[src/rtl/reset_seq_pkg.sv]
// rtl/reset_seq_pkg.sv - shared types and width helpers for the reset sequencer
package reset_seq_pkg;

    typedef enum logic [1:0] {
        SEQ_ASSERT  = 2'd0,
        SEQ_RELEASE = 2'd1,
        SEQ_DONE    = 2'd2
    } seq_state_e;

    // Wide enough to reach the larger of the hold and stagger terminal counts.
    function automatic int timer_width(input int hold_cycles, input int stagger_cycles);
        int m;
        m = (hold_cycles > stagger_cycles) ? hold_cycles : stagger_cycles;
        return $clog2(m + 1);
    endfunction

    function automatic int ch_width(input int num_ch);
        return (num_ch > 1) ? $clog2(num_ch) : 1;
    endfunction

endpackage

[src/rtl/reset_seq_if.sv]
// rtl/reset_seq_if.sv - control/status bundle of the reset sequencer (RESET_SEQ_SOFT_RST_EN adds soft_rst_req)
interface reset_seq_if #(
    parameter int NUM_CH = 4
);
    logic              hold_req;
`ifdef RESET_SEQ_SOFT_RST_EN
    logic [NUM_CH-1:0] soft_rst_req;
`endif
    logic [NUM_CH-1:0] target_rst_vec;
    logic [NUM_CH-1:0] target_rst_n_vec;
    logic              seq_done;

    modport master (
`ifdef RESET_SEQ_SOFT_RST_EN
        input  soft_rst_req,
`endif
        input  hold_req,
        output target_rst_vec,
        output target_rst_n_vec,
        output seq_done
    );

    modport slave (
`ifdef RESET_SEQ_SOFT_RST_EN
        output soft_rst_req,
`endif
        output hold_req,
        input  target_rst_vec,
        input  target_rst_n_vec,
        input  seq_done
    );
endinterface

[src/rtl/reset_seq_timer.sv]
// rtl/reset_seq_timer.sv - clearable up-counter with terminal-count compare
module reset_seq_timer #(
    parameter int W = 4
) (
    input  logic         clk,
    input  logic         rst,
    input  logic         clr,
    input  logic         en,
    input  logic [W-1:0] tc_val,
    output logic         tc
);
    logic [W-1:0] count;

    always_ff @(posedge clk) begin
        if (rst || clr) begin
            count <= '0;
        end else if (en) begin
            count <= count + W'(1);
        end
    end

    assign tc = (count == tc_val);
endmodule

[src/rtl/reset_sequencer.sv]
// rtl/reset_sequencer.sv - ordered multi-channel reset release with hold and stagger
// Optional per-channel soft reset in DONE when RESET_SEQ_SOFT_RST_EN is defined.
module reset_sequencer
    import reset_seq_pkg::*;
#(
    parameter int NUM_CH         = 4,
    parameter int HOLD_CYCLES    = 16,
    parameter int STAGGER_CYCLES = 8
) (
    input  logic         target_clk,
    input  logic         target_rst,
    reset_seq_if.master  bus
);
    localparam int TW = timer_width(HOLD_CYCLES, STAGGER_CYCLES);
    localparam int CW = ch_width(NUM_CH);

    localparam logic [1:0] ST_ASSERT  = SEQ_ASSERT;
    localparam logic [1:0] ST_RELEASE = SEQ_RELEASE;
    localparam logic [1:0] ST_DONE    = SEQ_DONE;

    localparam logic [TW-1:0] HOLD_TC  = TW'(HOLD_CYCLES);
    // Timer restarts from zero on each release edge, so stagger terminal is one short.
    localparam logic [TW-1:0] STAG_TC  = TW'(STAGGER_CYCLES - 1);
    localparam logic [CW-1:0] LAST_CH  = CW'(NUM_CH - 1);

    logic [1:0]        state, state_nxt;
    logic [CW-1:0]     idx, idx_nxt;
    logic [NUM_CH-1:0] vec, vec_n, vec_nxt;
    logic              done, done_nxt;
    logic              tmr_clr, tmr_en, tmr_tc;
    logic [TW-1:0]     tmr_tc_val;
    logic              soft_hit;
    logic [CW-1:0]     soft_ch;

    function automatic logic [NUM_CH-1:0] mask_from(input int k);
        logic [NUM_CH-1:0] m;
        for (int i = 0; i < NUM_CH; i++) begin
            m[i] = (i >= k);
        end
        return m;
    endfunction

`ifdef RESET_SEQ_SOFT_RST_EN
    always_comb begin
        soft_hit = 1'b0;
        soft_ch  = '0;
        for (int i = NUM_CH - 1; i >= 0; i--) begin
            if (bus.soft_rst_req[i]) begin
                soft_hit = 1'b1;
                soft_ch  = CW'(i);
            end
        end
    end
`else
    assign soft_hit = 1'b0;
    assign soft_ch  = '0;
`endif

    always_comb begin
        state_nxt  = state;
        idx_nxt    = idx;
        vec_nxt    = vec;
        done_nxt   = done;
        tmr_clr    = 1'b0;
        tmr_en     = 1'b0;
        tmr_tc_val = (state == ST_RELEASE) ? STAG_TC : HOLD_TC;
        if (target_rst || bus.hold_req) begin
            state_nxt = ST_ASSERT;
            idx_nxt   = '0;
            vec_nxt   = '1;
            done_nxt  = 1'b0;
            tmr_clr   = 1'b1;
        end else begin
            case (state)
                ST_ASSERT, ST_RELEASE: begin
                    if (tmr_tc) begin
                        vec_nxt = mask_from(int'(idx) + 1);
                        tmr_clr = 1'b1;
                        if (idx == LAST_CH) begin
                            state_nxt = ST_DONE;
                            done_nxt  = 1'b1;
                        end else begin
                            state_nxt = ST_RELEASE;
                            idx_nxt   = idx + CW'(1);
                        end
                    end else begin
                        tmr_en = 1'b1;
                    end
                end
                ST_DONE: begin
                    // The trigger edge itself counts as the first hold cycle.
                    if (soft_hit) begin
                        state_nxt = ST_ASSERT;
                        idx_nxt   = soft_ch;
                        vec_nxt   = mask_from(int'(soft_ch));
                        done_nxt  = 1'b0;
                        tmr_en    = 1'b1;
                    end else begin
                        tmr_clr = 1'b1;
                    end
                end
                default: begin
                    state_nxt = ST_ASSERT;
                    idx_nxt   = '0;
                    vec_nxt   = '1;
                    done_nxt  = 1'b0;
                    tmr_clr   = 1'b1;
                end
            endcase
        end
    end

    always_ff @(posedge target_clk) begin
        if (target_rst) begin
            state <= ST_ASSERT;
            idx   <= '0;
            vec   <= '1;
            vec_n <= '0;
            done  <= 1'b0;
        end else begin
            state <= state_nxt;
            idx   <= idx_nxt;
            vec   <= vec_nxt;
            vec_n <= ~vec_nxt;
            done  <= done_nxt;
        end
    end

    reset_seq_timer #(.W(TW)) u_timer (
        .clk    (target_clk),
        .rst    (target_rst),
        .clr    (tmr_clr),
        .en     (tmr_en),
        .tc_val (tmr_tc_val),
        .tc     (tmr_tc)
    );

    assign bus.target_rst_vec   = vec;
    assign bus.target_rst_n_vec = vec_n;
    assign bus.seq_done         = done;
endmodule

[src/flat_wrapper.sv]
// flat-port wrapper written by rule: the top's interface ports become plain ports
module reset_sequencer_flat import reset_seq_pkg::*;
#(
    parameter int NUM_CH         = 4,
    parameter int HOLD_CYCLES    = 16,
    parameter int STAGGER_CYCLES = 8
)
  (target_clk, target_rst, bus_hold_req, bus_target_rst_vec, bus_target_rst_n_vec, bus_seq_done);
  reset_seq_if #(.NUM_CH(NUM_CH)) bus_i ();
  input  logic target_clk;
  input  logic target_rst;
  input wire logic [$bits(bus_i.hold_req)-1:0] bus_hold_req;
  output wire logic [$bits(bus_i.target_rst_vec)-1:0] bus_target_rst_vec;
  output wire logic [$bits(bus_i.target_rst_n_vec)-1:0] bus_target_rst_n_vec;
  output wire logic [$bits(bus_i.seq_done)-1:0] bus_seq_done;
  assign bus_i.hold_req = bus_hold_req;
  assign bus_target_rst_vec = bus_i.target_rst_vec;
  assign bus_target_rst_n_vec = bus_i.target_rst_n_vec;
  assign bus_seq_done = bus_i.seq_done;
  reset_sequencer #(.NUM_CH(NUM_CH), .HOLD_CYCLES(HOLD_CYCLES), .STAGGER_CYCLES(STAGGER_CYCLES)) u_core (.target_clk(target_clk), .target_rst(target_rst), .bus(bus_i));
endmodule
[config.mk]
export PLATFORM = sky130hd
export DESIGN_NAME = reset_sequencer_flat
export DESIGN_NICKNAME = d
export VERILOG_FILES = /design/src/rtl/reset_seq_pkg.sv /design/src/rtl/reset_seq_if.sv /design/src/rtl/reset_seq_timer.sv /design/src/rtl/reset_sequencer.sv /design/src/flat_wrapper.sv
export SDC_FILE = /design/constraint.sdc
export NUM_CORES = 1
export LEC_CHECK = 0
export BUFFER_PORTS_ARGS = -buffer_cell sky130_fd_sc_hd__buf_4
export CORE_MARGIN = 2
export CORE_UTILIZATION = 53
export CTS_CLUSTER_SIZE = 30
export DETAILED_ROUTE_END_ITERATION = 16
export GPL_TIMING_DRIVEN = 0
export MAX_ROUTING_LAYER = met4
export PLACE_DENSITY = 0.75
export SYNTH_ARGS = -nofsm -noshare
export SYNTH_HDL_FRONTEND = slang
export SYNTH_SLANG_ARGS = --single-unit
export TNS_END_PERCENT = 20
[constraint.sdc]
create_clock -name target_clk -period 2.18 [get_ports target_clk]
set_clock_uncertainty 0.1 [all_clocks]
set_input_delay 0.545 -clock target_clk [delete_from_list [all_inputs] [get_ports target_clk]]
set_output_delay 0.545 -clock target_clk [all_outputs]
set_load 0.02 [all_outputs]
# Word level (Yosys, flattened, before mapping)
# Index checks and enable logic that the tools add are counted.
# classes
n_shift	0
n_div	0
n_addsub	3
bitwise	2
n_reduce_logical	8
n_lt_le_gt_ge	4
muxes	19
mul	0
eq_ne	7
# ops
operator	n
$ge 3x32->1 const A	2
$ge 1x32->1 const A	1
$ge 2x32->1 const A	1
$mux 1	8
$mux 2	4
$mux 4	2
$pmux 2 s2	2
$pmux 4 s2	1
$reduce_and 3->1	2
$add 5x1->5 const B	1
$eq 5x5->1	1
$mux 5	1
$eq 2x2->1 const B	2
$ne 2x1->1 const B	2
$not 4->4	1
$reduce_or 2->1	2
$add 2x1->3 const B	1
$add 2x1->2 const B	1
$eq 2x1->1 const B	1
$logic_not 2->1	1
$logic_or 1x1->1	2
$ne 2x2->1 const B	1
$pmux 1 s2	1
$reduce_and 2->1	1
$not 1->1	1
# word_totals
memories	0
ramBits	0
ff_bits	18
output_inout_bits	9
inputBits	3
rom_bits	0
elab_cells	49
latchBits	0

# Longest topological paths before layout
# logic_depth
depth_word	7
mapped_depth	5
depth_no_buf	4

# Hierarchy
# Synthesis repeated with hierarchy kept, for this count alone.
# unflattened
cells_unflattened	97
hier_area_um2	894.6
# by_module_without_submodules
module	n_inst	seq_area_each_um2	area_each_um2	cells_per_inst
reset_sequencer	1	260.2	641.9	71
reset_seq_timer	1	100.1	252.7	26

# Least setup slack after synthesis
# No wires, ideal clock.
# synth_timing
path_type	flip-flop to flip-flop
from	register u_core.state[0]
to	register u_core.vec[2] (netlist: u_core.bus.target_rst_vec[2])
setup_slack_ns	0.445
required_time_ns	1.958
setup_ns	0.122
path_stages_with_launch	5
path_buffers	0
arrival_ns	1.513
cell_sequence	dfxtp_1 nand2b_2 or4_4 a211o_1 o32a_1
# synth_between
elab_chain_len	6
# synth_rtl
item	line_no	text
from (decl)	reset_sequencer.sv:26	logic [1:0] state, state_nxt;
from (signal assigned)	reset_sequencer.sv:121	state <= state_nxt;
$eq 2x1->1	reset_sequencer.sv:66, reset_sequencer.sv:74	
$mux 5	reset_sequencer.sv:66	tmr_tc_val = (state == ST_RELEASE) ? STAG_TC : HOLD_TC;
$eq 5x5->1	reset_seq_timer.sv:22	assign tc = (count == tc_val);
$mux 4	reset_sequencer.sv:76	if (tmr_tc) begin
$pmux 4 s2 (*)	reset_sequencer.sv:74	case (state)
$mux 4 (*)	reset_sequencer.sv:67	if (target_rst || bus.hold_req) begin
to (signal assigned)	reset_sequencer.sv:123	vec <= vec_nxt;
to (decl)	reset_sequencer.sv:28	logic [NUM_CH-1:0] vec, vec_n, vec_nxt;
# Every way passes the cells marked *; elsewhere a longest branch is shown, timed or not.
# A chain may end at the register's enable or synchronous reset.

# Worst setup path in the final report
# Ends and elaborated chain as after synthesis.

==> summary.txt <==
Number of antenna cells inserted = 0
Cell with the largest stage delay on the worst path = or4_4
Cell types occupying the most area after synthesis = dfxtp_1, ha_1, nor3_1
Post-synth EDFFs = 0
Antenna violations before repair = 0
Post-synthesis async set-or-reset flop share = 0%
Fraction of the cycle the final worst path needs = 85.8%
Core Region = 1470 um2
Slew of the pin with the lowest slew margin = 0.474 ns
Final number of setup-violating endpoints = 0
Min-delay src = u_core.bus.target_rst_vec[1]$_SDFF_PP1_
Count of instances resized after the clock tree is built = 0
Number of buffers added by the clock tree synthesis step = 3
Buf+Inv Stages, Crit Path = 0
Status = completed
Routed length per instance = 13.0 um
Total of hold buffers inserted after clock tree synthesis = 0
Kind of start point of the critical path = flop
Final core utilization = 64.5%
Peak supply drop = 0.358 mV
Area growth from synthesis to layout = 17.2%
Syn. warnings = 0
Clock tree buffer depth = 2
Main synth FF type = dfxtp_1
Die Outline Area = 1860 um2
Final antenna-violating net count = 0
Post-layout total power = 559 uW
Endpoint kind of the worst setup timing path = flop
Leftover overflow at the end of global routing = 0
HPWL reported at the end of detailed placement = 1090 um
Sequence of cells on the critical path = nand2b_2, or4_4, a211o_1, o32a_1
Period minus WS final = 1.87 ns
Data arrival time at the worst-slack endpoint = 1.97 ns
Pin count of the biggest net entering global routing = 11
Count of boundary I/O pins = 12
Setup total negative slack = 0 ns
Post-synthesis cell type with the largest combined area = dfxtp_1
Start-to-end type of the worst setup path = flop to flop
Number of filler cells placed in the layout = 128
CTS clk-pin slew, worst paths = 0.10 ns
Aggregate global-route resource usage = 19.1%
Effective utilization at floorplan = 55.0%
Port Buf Inserts = 11
Iter 0 DRT Violations = 15
Kind of path behind the tightest hold check = flop to flop
Multi-input logic area = 419 um2
Via Count = 683
Post-CTS repair timing setup buffer count = 0
Register area = 360 um2
Count of final hold-check violations = 0
Final Max Slew Viols = 0
Max frequency = 0.534 GHz
Maximum single-stage delay on the critical path = 0.54 ns
Static power due to leakage = 0.369 nW
Flops & latches, synth = 18
Wire length of the first global-routing pass = 2560 um
H-tree depth = 1
Power density over the cells = 590 nW/um2
Post-Route WL = 1500 um
Share of the synthesized area in the top cell type = 44.5%
Post-synthesis sequential area ratio = 44.5%
Post-synthesis average cell area = 9.64 um2
Cell class contributing the biggest share of worst-path delay = simple AND/OR/NAND/NOR gates
Post-layout instance area = 948 um2
RSZ-0062 raised after global routing = false
Required time reported for the critical path endpoint = 2.28 ns
DRC violation count after routing = 0
Height of the chip = 43.1 um
Count of unique library cells instantiated by Yosys = 32
Most frequent cells after synthesis = dfxtp_1, nor3_1, ha_1, inv_1
Number of clock sinks = 18
Syn Inst Count = 84
Maximum fanout count along the critical path = 7
Floorplan row count = 14
Final Hold Slack = 0.387 ns
Headroom to the max-slew limit = 68.4%
Via count of the first global-routing pass = 615
Most repeated cell in the gate-level netlist after synthesis = dfxtp_1
Start of the worst register-to-register path = u_core.state[0]$_SDFFE_PP0P_
Layout cell share with drive strength beyond 1 = 19.2%
Die width = 43.1 um
Clock latency on the worst-skew pair = 0.30 ns
Syn_nets = 92
TritonCTS clock tree = done
Source of the critical timing path = u_core.state[0]$_SDFFE_PP0P_
Post-placement cell area = 912 um2
Netlist area before placement = 810 um2
Number of iterations in the first detailed-routing pass = 4
RePlAce Congestion = 0.809
Vias per inst = 5.94
Max-cap violations = 0
Clock tree root driver cell = clkbuf_4
# nets final = 108
## kinds of logic after synthesis
| kind of cell | Yosys count | share of synthesized area (%) |
|---|---|---|
| AO/OA/AOI/OAI | 20 | 20.1 |
| XOR/XNOR | 3 | 3.25 |
| adder cells (fa/ha/maj) | 5 | 7.73 |
| buffers and inverters | 8 | 3.71 |
| flip-flops | 18 | 44.5 |
| multiplexers | 1 | 1.24 |
| AND/OR/NAND/NOR | 29 | 19.5 |
## report_power, final
part / switching, mW / internal, mW / total (mW)
registers: 0.00175 / 0.330 / 0.332
logic: 0.0101 / 0.00708 / 0.0172
clock network: 0.108 / 0.102 / 0.210
total: 0.120 / 0.440 / 0.559
## sequential cells by signal (all words and copies together), names as in the netlist
| name | flops |
|---|---|
| u_core.u_timer.count | 5 |
| u_core.bus.target_rst_n_vec | 4 |
| u_core.bus.target_rst_vec | 4 |
| u_core.idx | 2 |
| u_core.state | 2 |
| u_core.bus.seq_done | 1 |
## stage by stage
stage | std cells | setup WS (ns)
floorplan | 84 | 0.445
global placement | 111 | 0.264
detailed placement | 111 | 0.234
CTS | 115 | 0.316
global route | 115 | 0.245
finish | 115 | 0.309
## cell type report
type | instances | share of cell area [%]
Inverter | 5 | 1.98
Timing Repair Buffer | 11 | 8.71
Clock buffer | 4 | 3.83
Multi-Input combinational cell | 58 | 44.2
Buffer | 3 | 1.19
Sequential cell | 18 | 38.0
Tap cell | 16 | 2.11
## worst reg2reg max path: stages, from the launching register on
cell      delay [ns]
dfxtp_1         0.47
nand2b_2        0.11
or4_4           0.54
a211o_1         0.37
o32a_1          0.18
## worst paths after layout
path | end | slack, ns | cells after the start
worst max register to register | u_core.bus.target_rst_vec[2]$_SDFF_PP1_ | 0.31 | 4
worst min-delay path | u_core.bus.target_rst_n_vec[1]$_SDFF_PP0_ | 0.39 | 1
worst min register to register | u_core.bus.target_rst_n_vec[1]$_SDFF_PP0_ | 0.39 | 1
worst max-delay path | u_core.bus.target_rst_vec[2]$_SDFF_PP1_ | 0.31 | 4
## placed cells by master (no fill, tap or decap), drive strengths merged, types with 2 or more instances in the layout
| cell type | n |
|---|---|
| buf | 11 |
| o32a | 3 |
| dfxtp | 18 |
| o21ai | 3 |
| nor4 | 2 |
| nand2b | 3 |
| o32ai | 3 |
| nand2 | 4 |
| a21oi | 3 |
| nor2 | 4 |
| nor3 | 7 |
| clkbuf | 7 |
| nand3 | 4 |
| inv | 5 |
| ha | 5 |
| xor2 | 2 |
## layer usage
layer | GRT usage, % | share of wire (%) | routed length (um)
met5 | - | 0 | 0
met4 | 12.1 | 2.3 | 34
met3 | 5.11 | 3.6 | 54
met2 | 28.1 | 47 | 703
met1 | 22.8 | 47 | 703
Power figures use the tool's default switching activity.
